--- src/rtl/elevator_controller.sv ---
// Four-floor elevator controller: call latching, one-floor-per-TRAVEL_TICKS car motion, door dwell, emergency stop.
// Latency: calls latch one cycle after req; every output is registered and changes one cycle after its cause.
// Backpressure: none; calls accumulate in pend while the car is busy or halted and are served in travel direction.
module elevator_controller #(
  parameter int TICK_DIV     = 25000000,
  parameter int TRAVEL_TICKS = 4,
  parameter int DOOR_TICKS   = 3
) (
  input  logic       clk,
  input  logic       rst,
  input  logic [3:0] req,
  input  logic       stop_btn,
  output logic [1:0] currentFloor,
  output logic       UD_state,
  output logic       OC_state,
  output logic       Stop,
  output logic       pClockTime
);

  localparam int PW = (TICK_DIV > 1) ? $clog2(TICK_DIV) : 1;
  localparam int TW = (TRAVEL_TICKS > 1) ? $clog2(TRAVEL_TICKS) : 1;
  localparam int DW = (DOOR_TICKS > 1) ? $clog2(DOOR_TICKS) : 1;

  localparam logic [PW-1:0] PRESC_LAST = PW'(TICK_DIV - 1);
  localparam logic [TW-1:0] TRAV_LAST  = TW'(TRAVEL_TICKS - 1);
  localparam logic [DW-1:0] DOOR_LAST  = DW'(DOOR_TICKS - 1);

  localparam logic [1:0] IDLE      = 2'd0;
  localparam logic [1:0] MOVE      = 2'd1;
  localparam logic [1:0] DOOR_OPEN = 2'd2;
  localparam logic [1:0] HALT      = 2'd3;

  logic [1:0]    state_q, state_d;
  logic [1:0]    floor_q, floor_d;
  logic          ud_q, ud_d;
  logic          oc_q, oc_d;
  logic          stop_q, stop_d;
  logic          pclk_q, pclk_d;
  logic [PW-1:0] presc_q, presc_d;
  logic [TW-1:0] trav_q, trav_d;
  logic [DW-1:0] door_q, door_d;
  logic [3:0]    pend_q, pend_d;
  logic [3:0]    clr;
  logic [1:0]    step_floor;
  logic          tick;

  // True when any pending call lies strictly beyond floor f in direction up.
  function automatic logic ahead(input logic [3:0] p, input logic [1:0] f, input logic up);
    logic r;
    r = 1'b0;
    for (int i = 0; i < 4; i++) begin
      if (p[i] && (up ? (i > int'(f)) : (i < int'(f)))) r = 1'b1;
    end
    return r;
  endfunction

  // Free-running prescaler; tick marks the last count of each period.
  always_comb begin
    tick    = (presc_q == PRESC_LAST);
    presc_d = tick ? '0 : presc_q + 1'b1;
    pclk_d  = pclk_q ^ tick;
  end

  // Next-state logic: stop_btn overrides everything; servicing a floor raises its clear bit.
  always_comb begin
    state_d    = state_q;
    floor_d    = floor_q;
    ud_d       = ud_q;
    oc_d       = oc_q;
    trav_d     = trav_q;
    door_d     = door_q;
    clr        = 4'b0000;
    step_floor = floor_q;
    if (stop_btn) begin
      state_d = HALT;
      trav_d  = '0;
      door_d  = '0;
    end else begin
      case (state_q)
        IDLE: begin
          trav_d = '0;
          door_d = '0;
          if (pend_q[floor_q]) begin
            clr[floor_q] = 1'b1;
            state_d      = DOOR_OPEN;
            oc_d         = 1'b1;
          end else if (ahead(pend_q, floor_q, ud_q)) begin
            state_d = MOVE;
          end else if (ahead(pend_q, floor_q, ~ud_q)) begin
            ud_d    = ~ud_q;
            state_d = MOVE;
          end
        end
        MOVE: begin
          if ((ud_q && floor_q == 2'd3) || (!ud_q && floor_q == 2'd0)) begin
            // Shaft end: never step outside 0..3.
            state_d = IDLE;
            trav_d  = '0;
          end else if (tick) begin
            if (trav_q == TRAV_LAST) begin
              trav_d     = '0;
              step_floor = ud_q ? floor_q + 2'd1 : floor_q - 2'd1;
              floor_d    = step_floor;
              if (pend_q[step_floor]) begin
                clr[step_floor] = 1'b1;
                state_d         = DOOR_OPEN;
                oc_d            = 1'b1;
                door_d          = '0;
              end else if (!ahead(pend_q, step_floor, ud_q)) begin
                state_d = IDLE;
              end
            end else begin
              trav_d = trav_q + 1'b1;
            end
          end
        end
        DOOR_OPEN: begin
          if (pend_q[floor_q]) begin
            // A fresh call at this floor keeps the door open for a full dwell.
            clr[floor_q] = 1'b1;
            door_d       = '0;
          end else if (tick) begin
            if (door_q == DOOR_LAST) begin
              state_d = IDLE;
              oc_d    = 1'b0;
              door_d  = '0;
            end else begin
              door_d = door_q + 1'b1;
            end
          end
        end
        HALT: begin
          // Partial travel is discarded; an open door resumes its dwell from zero.
          trav_d  = '0;
          door_d  = '0;
          state_d = oc_q ? DOOR_OPEN : IDLE;
        end
        default: state_d = IDLE;
      endcase
    end
    pend_d = (pend_q | req) & ~clr;
    stop_d = (state_d == IDLE) || (state_d == HALT);
  end

  // State registers with asynchronous reset to the parked, door-closed, heading-up state.
  always_ff @(posedge clk or posedge rst) begin
    if (rst) begin
      state_q <= IDLE;
      floor_q <= 2'd0;
      ud_q    <= 1'b1;
      oc_q    <= 1'b0;
      stop_q  <= 1'b1;
      pclk_q  <= 1'b0;
      presc_q <= '0;
      trav_q  <= '0;
      door_q  <= '0;
      pend_q  <= 4'b0000;
    end else begin
      state_q <= state_d;
      floor_q <= floor_d;
      ud_q    <= ud_d;
      oc_q    <= oc_d;
      stop_q  <= stop_d;
      pclk_q  <= pclk_d;
      presc_q <= presc_d;
      trav_q  <= trav_d;
      door_q  <= door_d;
      pend_q  <= pend_d;
    end
  end

  assign currentFloor = floor_q;
  assign UD_state     = ud_q;
  assign OC_state     = oc_q;
  assign Stop         = stop_q;
  assign pClockTime   = pclk_q;

endmodule

--- config.mk ---
export PLATFORM = sky130hd
export DESIGN_NAME = elevator_controller
export DESIGN_NICKNAME = d
export VERILOG_FILES = /design/src/rtl/elevator_controller.sv
export SDC_FILE = /design/constraint.sdc
export NUM_CORES = 1
export LEC_CHECK = 0
export CAP_MARGIN = 25
export CELL_PAD_IN_SITES_DETAIL_PLACEMENT = 2
export CELL_PAD_IN_SITES_GLOBAL_PLACEMENT = 2
export CORE_UTILIZATION = 39
export CTS_CLUSTER_DIAMETER = 40
export DETAILED_ROUTE_END_ITERATION = 8
export PLACE_DENSITY = 0.91
export SETUP_SLACK_MARGIN = 0.1
export SYNTH_ARGS = -nofsm -noshare
export SYNTH_HDL_FRONTEND = slang
export SYNTH_SLANG_ARGS = --single-unit
--- constraint.sdc ---
create_clock -name clk -period 3.3 [get_ports clk]
set_clock_uncertainty 0.1 [all_clocks]
set_input_delay 0.825 -clock clk [delete_from_list [all_inputs] [get_ports clk]]
set_output_delay 0.825 -clock clk [all_outputs]
set_load 0.02 [all_outputs]
### Word level (Yosys, flattened, before mapping)

Cells that the tools add are included.

* register bits after elaboration: 41
* latch bits: 0
* memory bits (writable): 0
* ROM bits: 0
* input port bits: 7
* memories kept: 0

* add/subtract/negate cells: 5
* multiply operators: 0
* divide/modulo/power cells: 0
* order comparisons: 16
* equal/unequal tests: 22
* shift-type cells: 0
* muxes and demuxes: 91
* bitwise gates (word level): 9
* reduce and logical (&&, ||, !) cells: 31

Operator list (count)
* 2-bit two-way mux: 26
* 1-bit two-way mux: 49
* 25-bit by 1-bit adder with 25-bit output, second input constant: 1
* 25-bit == test, second input constant: 1
* 25-bit two-way mux: 1
* 4-bit two-way mux: 6
* 1-bit logical AND: 16
* 2-bit != test, second input constant: 8
* 5-bit AND reduction: 3
* 2-bit == test, second input constant: 6
* 3-bit != test, second input constant: 4
* 10-bit AND reduction: 1
* 2-bit greater-than comparator, first input constant: 4
* 1-bit by 2-bit < comparator with 1-bit output, first input constant: 4
* 4-bit != test, second input constant: 2
* 2-bit one-hot mux with 4 select lines: 1
* 4-bit one-hot mux with 2 select lines: 1
* 2-bit by 1-bit adder with 2-bit output, second input constant: 3
* 2-bit logical NOT: 3
* 2-bit by 3-bit < comparator with 1-bit output, second input constant: 2
* 2-bit one-hot mux with 3 select lines: 1
* 3-bit nonzero test: 2
* 1-bit inverter: 5
* 4-bit bitwise AND: 1
* 16 further kinds: 23

### Depth between registers and ports, before layout

Gate-level depths: netlist of run 1.

* word-level depth: 24
* depth in mapped cells: 9

### Least setup slack after synthesis of run 1

No wires, ideal clock.

* path kind: register -> register
* start point: register floor_q[0], in the netlist currentFloor[0]
* end point: register stop_q, in the netlist Stop
* setup time: 0.081 ns
* data arrival time: 2.883 ns
* data required time: 3.119 ns
* path slack: 0.235 ns
* cell stages (with the launch flop): 10
* path buffers: 1
* path through: dfrtp_1 > clkbuf_1 > inv_1 > ha_1 > xnor2_2 > mux4_2 > and4_1 > o21a_1 > o41a_1 > o211ai_1

* cells in the longest elaborated chain, start to end: 24
* elaborated cells between the ends (all ways): 87

RTL lines
* start, declared: RTL line 34 `logic [1:0] floor_q, floor_d;`
* start signal, assigned: RTL line 160 `floor_q <= floor_d;`
* 2-bit by 1-bit subtractor with 2-bit output / 2-bit by 1-bit adder with 2-bit output (equally long branches): RTL line 102 `step_floor = ud_q ? floor_q + 2'd1 : floor_q - 2'd1;`
* 2-bit two-way mux: RTL line 102
* 1-bit by 2-bit < comparator with 1-bit output: RTL line 52 `if (p[i] && (up ? (i > int'(f)) : (i < int'(f)))) r = 1'b1;`
* 1-bit two-way mux: RTL line 52
* 1-bit logical AND: RTL line 52
* 1-bit two-way mux (4 in a row): RTL line 52
* 1-bit two-way mux: RTL line 104 `if (pend_q[step_floor]) begin`
* 1-bit two-way mux: RTL line 100 `if (trav_q == TRAV_LAST) begin`
* [... 6 more ...]
* 2-bit two-way mux: RTL line 100
* 2-bit two-way mux: RTL line 99 `end else if (tick) begin`
* 2-bit two-way mux: RTL line 95 `if ((ud_q && floor_q == 2'd3) || (!ud_q && floor_q == 2'd0)) begin`
* 2-bit one-hot mux with 4 select lines (*): RTL line 79 `case (state_q)`
* 2-bit two-way mux (*): RTL line 74 `if (stop_btn) begin`
* 2-bit == test / 2-bit logical NOT (equally long branches): RTL line 142 `stop_d = (state_d == IDLE) || (state_d == HALT);`
* 1-bit logical OR (*): RTL line 142
* via stop_d: RTL line 37 `logic stop_q, stop_d;`
* end signal, assigned: RTL line 163 `stop_q <= stop_d;`
* end, declared: RTL line 37

Mark *: on every way through the listed nets, which the timed path passes. The rest lies on a longest branch. The select of a mux whose other input is x is not followed.
A chain may end at the register's enable or synchronous reset.

### Worst setup path after layout of run 1

* start point: register floor_q[1], in the netlist currentFloor[1]
* end point: register state_q[1]

* cells in the longest elaborated chain, start to end: 22
* elaborated cells between the ends (all ways): 84

RTL lines
* 2-bit by 1-bit subtractor with 2-bit output / 2-bit by 1-bit adder with 2-bit output (equally long branches): RTL line 102
* 2-bit two-way mux: RTL line 102
* 1-bit by 2-bit < comparator with 1-bit output: RTL line 52
* 1-bit two-way mux: RTL line 52
* 1-bit logical AND: RTL line 52
* 1-bit two-way mux (4 in a row): RTL line 52
* 1-bit two-way mux: RTL line 104
* 1-bit two-way mux: RTL line 100
* [... 4 more ...]
* 2-bit two-way mux: RTL line 109 `end else if (!ahead(pend_q, step_floor, ud_q)) begin`
* 2-bit two-way mux: RTL line 104
* 2-bit two-way mux: RTL line 100
* 2-bit two-way mux: RTL line 99
* 2-bit two-way mux: RTL line 95
* 2-bit one-hot mux with 4 select lines (*): RTL line 79
* 2-bit two-way mux (*): RTL line 74
* via state_d[1]: RTL line 33 `logic [1:0] state_q, state_d;`
* end signal, assigned: RTL line 159 `state_q <= state_d;`
* end, declared: RTL line 33

Marked as above.

==> impl_metrics.py, run 1 <==
metrics = {
    "status": {
        "status": "completed",
    },
    "die": {
        "dieArea_sq_um": 6504,
        "die_h_microns": 80.65,
        "ios": 13,
        "fp-row-count": 28,
        "start_util_pct": 40.50,
        "die_w_microns": 80.65,
        "core_sq_um": 5956,
    },
    "sta": {
        "layout_setup_ws_ns": 0.3122,
        "hold_viol_final": 0,
        "fmax_ghz": 0.3347,
        "final-setup-viol-count": 0,
        "grt_setup_unrepaired": "no",
        "drv_slew": 0,
        "fin_crit_ns": 2.988,
        "tns_ns": 0,
        "maxSlewHeadroom_pct": 45.15,
        "worstMarginPinSlew_ns": 0.8152,
        "finalCritPeriodShare_pct": 90.54,
        "hold_ws_ns": 0.3683,
    },
    "routing": {
        "wl_per_cell_microns": 20.07,
        "totalWireLength_microns": 6785,
        "drt_iter0_markers": 50,
        "vias_per_cell": 5.837,
        "drtAntennaViolNets": 0,
        "dr.pass1.iters": 4,
        "via_count": 1973,
        "drc": 0,
    },
    "synth": {
        "syn_nets": 263,
        "ys.flop_type": "dfrtp_1",
        "yosys-top-cells-area": "dfrtp_1 (40%), ha_1 (6.7%), xor2_1 (5.8%)",
        "synth_common_cells": "dfrtp_1 (39), nor2_1 (30), nand2_1 (19)",
        "synthDistinctLibCells": 52,
        "synth_seq_cells": 41,
        "yosysSeqAreaShare_pct": 42.63,
        "synth_edf_count": 0,
        "post-synth-top-area-cell": "dfrtp_1",
        "synth_area_sq_um": 2412,
        "netlist.area_leader.share_pct": 40.46,
        "synthArstFlopShare_pct": 100.0,
        "yosysWarnings": 0,
        "synth_cells": 243,
        "yosysMostFrequentCell": "dfrtp_1",
        "avgSynthCellArea_sq_um": 9.927,
    },
    "setup_path": {
        "required_ns": 3.37,
        "r2r_end": "state_q[1]$_DFF_PP0_",
        "start_kind": "flip-flop",
        "critPathBufInv": 1,
        "cp_top_family": "multiplexers",
        "worstPathCellList": "inv_1, ha_1, xnor2_2, mux4_2, and3_1, a221oi_2, or2_2, o311ai_0",
        "worstSetupPathType": "reg -> reg",
        "crit_path_end_kind": "flip-flop",
        "cp.arrival_ns": 3.05,
        "r2r_cells": 8,
        "path_max_fanout": 8,
        "max_stage_delay_ns": 0.60,
        "r2r_slack_ns": 0.31,
        "reg2reg_from": "currentFloor[1]$_DFFE_PP0P_",
        "critPathSlowestCell": "mux4_2",
    },
    "cells_and_area": {
        "final_area_sq_um": 2746,
        "antenna_cells": 0,
        "drive_gt1_share_pct": 8.745,
        "finalNetCount": 282,
        "utilization_pct": 46.11,
        "area_delta_synth_final_pct": 13.85,
        "layoutNonFillerInstCount": 338,
    },
    "global_routing": {
        "gr-usage-all-layers_pct": 23.80,
        "overflow": 0,
        "grt_start_max_net_pins": 24,
        "grt_pass1_wl_microns": 11420,
        "antenna_found_initial": 0,
        "grt_pass1_vias": 2253,
    },
    "placed_design": {
        "place_hpwl_microns": 4864,
        "place_ws_ns": 0.3608,
        "globalplace.congestion": 0.8311,
        "place_area_sq_um": 2630,
        "numPortBuffers": 12,
        "placed_cells": 330,
    },
    "cts": {
        "clockRootBuffer": "clkbuf_8",
        "cts_tree": "yes",
        "h-tree-depth": 2,
        "clkTransAtPathRegs_ns": 0.09,
        "clock-sinks": 41,
        "clkLatencyLatePin_ns": 0.30,
        "cts_made_buffers": 5,
        "post_cts_hold_buffer_count": 0,
        "cts_buffer_depth": 2,
        "post-cts-setup-buffers": 0,
        "cts_resized": 0,
    },
    "pwr": {
        "power_leakage_nw": 1.203,
        "p_per_area_nw_per_um2": 448.0,
        "ir_drop_mv": 0.2302,
        "p_total_mw": 1.230,
    },
    "run": {
        "max-cap-violations": 0,
    },
    "worst_hold_path": {
        "whs_path_depth": 1,
        "hold_path_class": "reg -> reg",
        "min_from": "pClockTime$_DFF_PP0_",
        "min_to": "pClockTime$_DFF_PP0_",
    },
}
[cell families after synthesis]
logic type	after synthesis	synth area share [%]
XOR/XNOR	25	9.388
AO/OA/AOI/OAI	37	10.84
adder cells (fa/ha/maj)	13	6.743
multiplexers	7	4.045
flip-flops	41	42.64
AND/OR/NAND/NOR	108	24.01
buffers and inverters	12	2.334
[worst max path at each step]
stage / from / to / cells after the start
after floorplan: currentFloor[0]$_DFFE_PP0P_ / Stop$_DFF_PP1_ / 9
after global placement: currentFloor[1]$_DFFE_PP0P_ / state_q[1]$_DFF_PP0_ / 8
after detailed placement: currentFloor[1]$_DFFE_PP0P_ / state_q[1]$_DFF_PP0_ / 8
after CTS: currentFloor[1]$_DFFE_PP0P_ / state_q[1]$_DFF_PP0_ / 8
after global routing: currentFloor[1]$_DFFE_PP0P_ / state_q[1]$_DFF_PP0_ / 8
final: currentFloor[1]$_DFFE_PP0P_ / state_q[1]$_DFF_PP0_ / 8
[routing by layer]
| layer | GRT usage (%) | vias to the layer above | part of all wire [%] |
|---|---|---|---|
| met1 | 25.48 | 1024 | 41 |
| met3 | 5.000 | 18 | 2.2 |
| met2 | 44.15 | 27 | 54 |
| li1 | - | 904 | - |
| met5 | 0 | - | 0 |
| met4 | 10.89 | 0 | 3.0 |
[worst register-to-register path: cells and delay by family (launching register included)]
kind            cells  cell delay, ns
compound gates      2            0.40
xor+xnor            1            0.34
fa+ha+maj           1            0.37
buf+inv             1            0.15
flops               1            0.50
mux                 1            0.60
simple gates        2            0.40
[flip-flops by register name (all words and copies together), names as in the netlist]
signal and cells:
state_q 2, pend_q 4, Stop 1, door_q 2, UD_state 1, presc_q 25, pClockTime 1, trav_q 2
OC_state 1, currentFloor 2
[placed cells by master (no fill, tap or decap), drive strengths merged, types with 2 or more instances in the layout]
master / n
dfrtp: 39
nor2: 30
nand2: 19
xor2: 16
nand3: 15
ha: 13
clkdlybuf4s50: 12
xnor2: 9
inv: 8
a21oi: 8
nand4: 8
nand2b: 7
o21ai: 7
clkbuf: 7
and4: 6
nor2b: 4
buf: 4
mux2i: 3
o31ai: 3
nor3: 3
a221oi: 3
nor4: 3
dfstp: 2
and2: 2
nor3b: 2
mux4: 2
a31oi: 2
and3: 2
o21a: 2
mux2: 2
[cell type report]
| class | count | area [sq um] |
|---|---|---|
| Clock buffer | 7 | 86.33 |
| Clock inverter | 1 | 30.03 |
| Fill cell | 646 | 3209 |
| Inverter | 8 | 30.03 |
| Multi-Input combinational cell | 190 | 1328 |
| Sequential cell | 41 | 1028 |
| Tap cell | 75 | 93.84 |
| Timing Repair Buffer | 16 | 150.1 |
[report_power, final]
| part | leakage, nW | switching, mW | total [mW] | internal (mW) |
|---|---|---|---|---|
| registers | 0.514 | 0.0255 | 0.553 | 0.528 |
| logic | 0.630 | 0.142 | 0.248 | 0.105 |
| clock network | 0.0585 | 0.183 | 0.430 | 0.247 |
No activity file was read; power rests on OpenSTA's default activity.
==> inputs of run 2 (changes only) <==
CTS_CLUSTER_DIAMETER = 100   (was 40)
==> results of run 2 <==
Same layout as run 1: the final DEF is identical, and so are final timing and power.
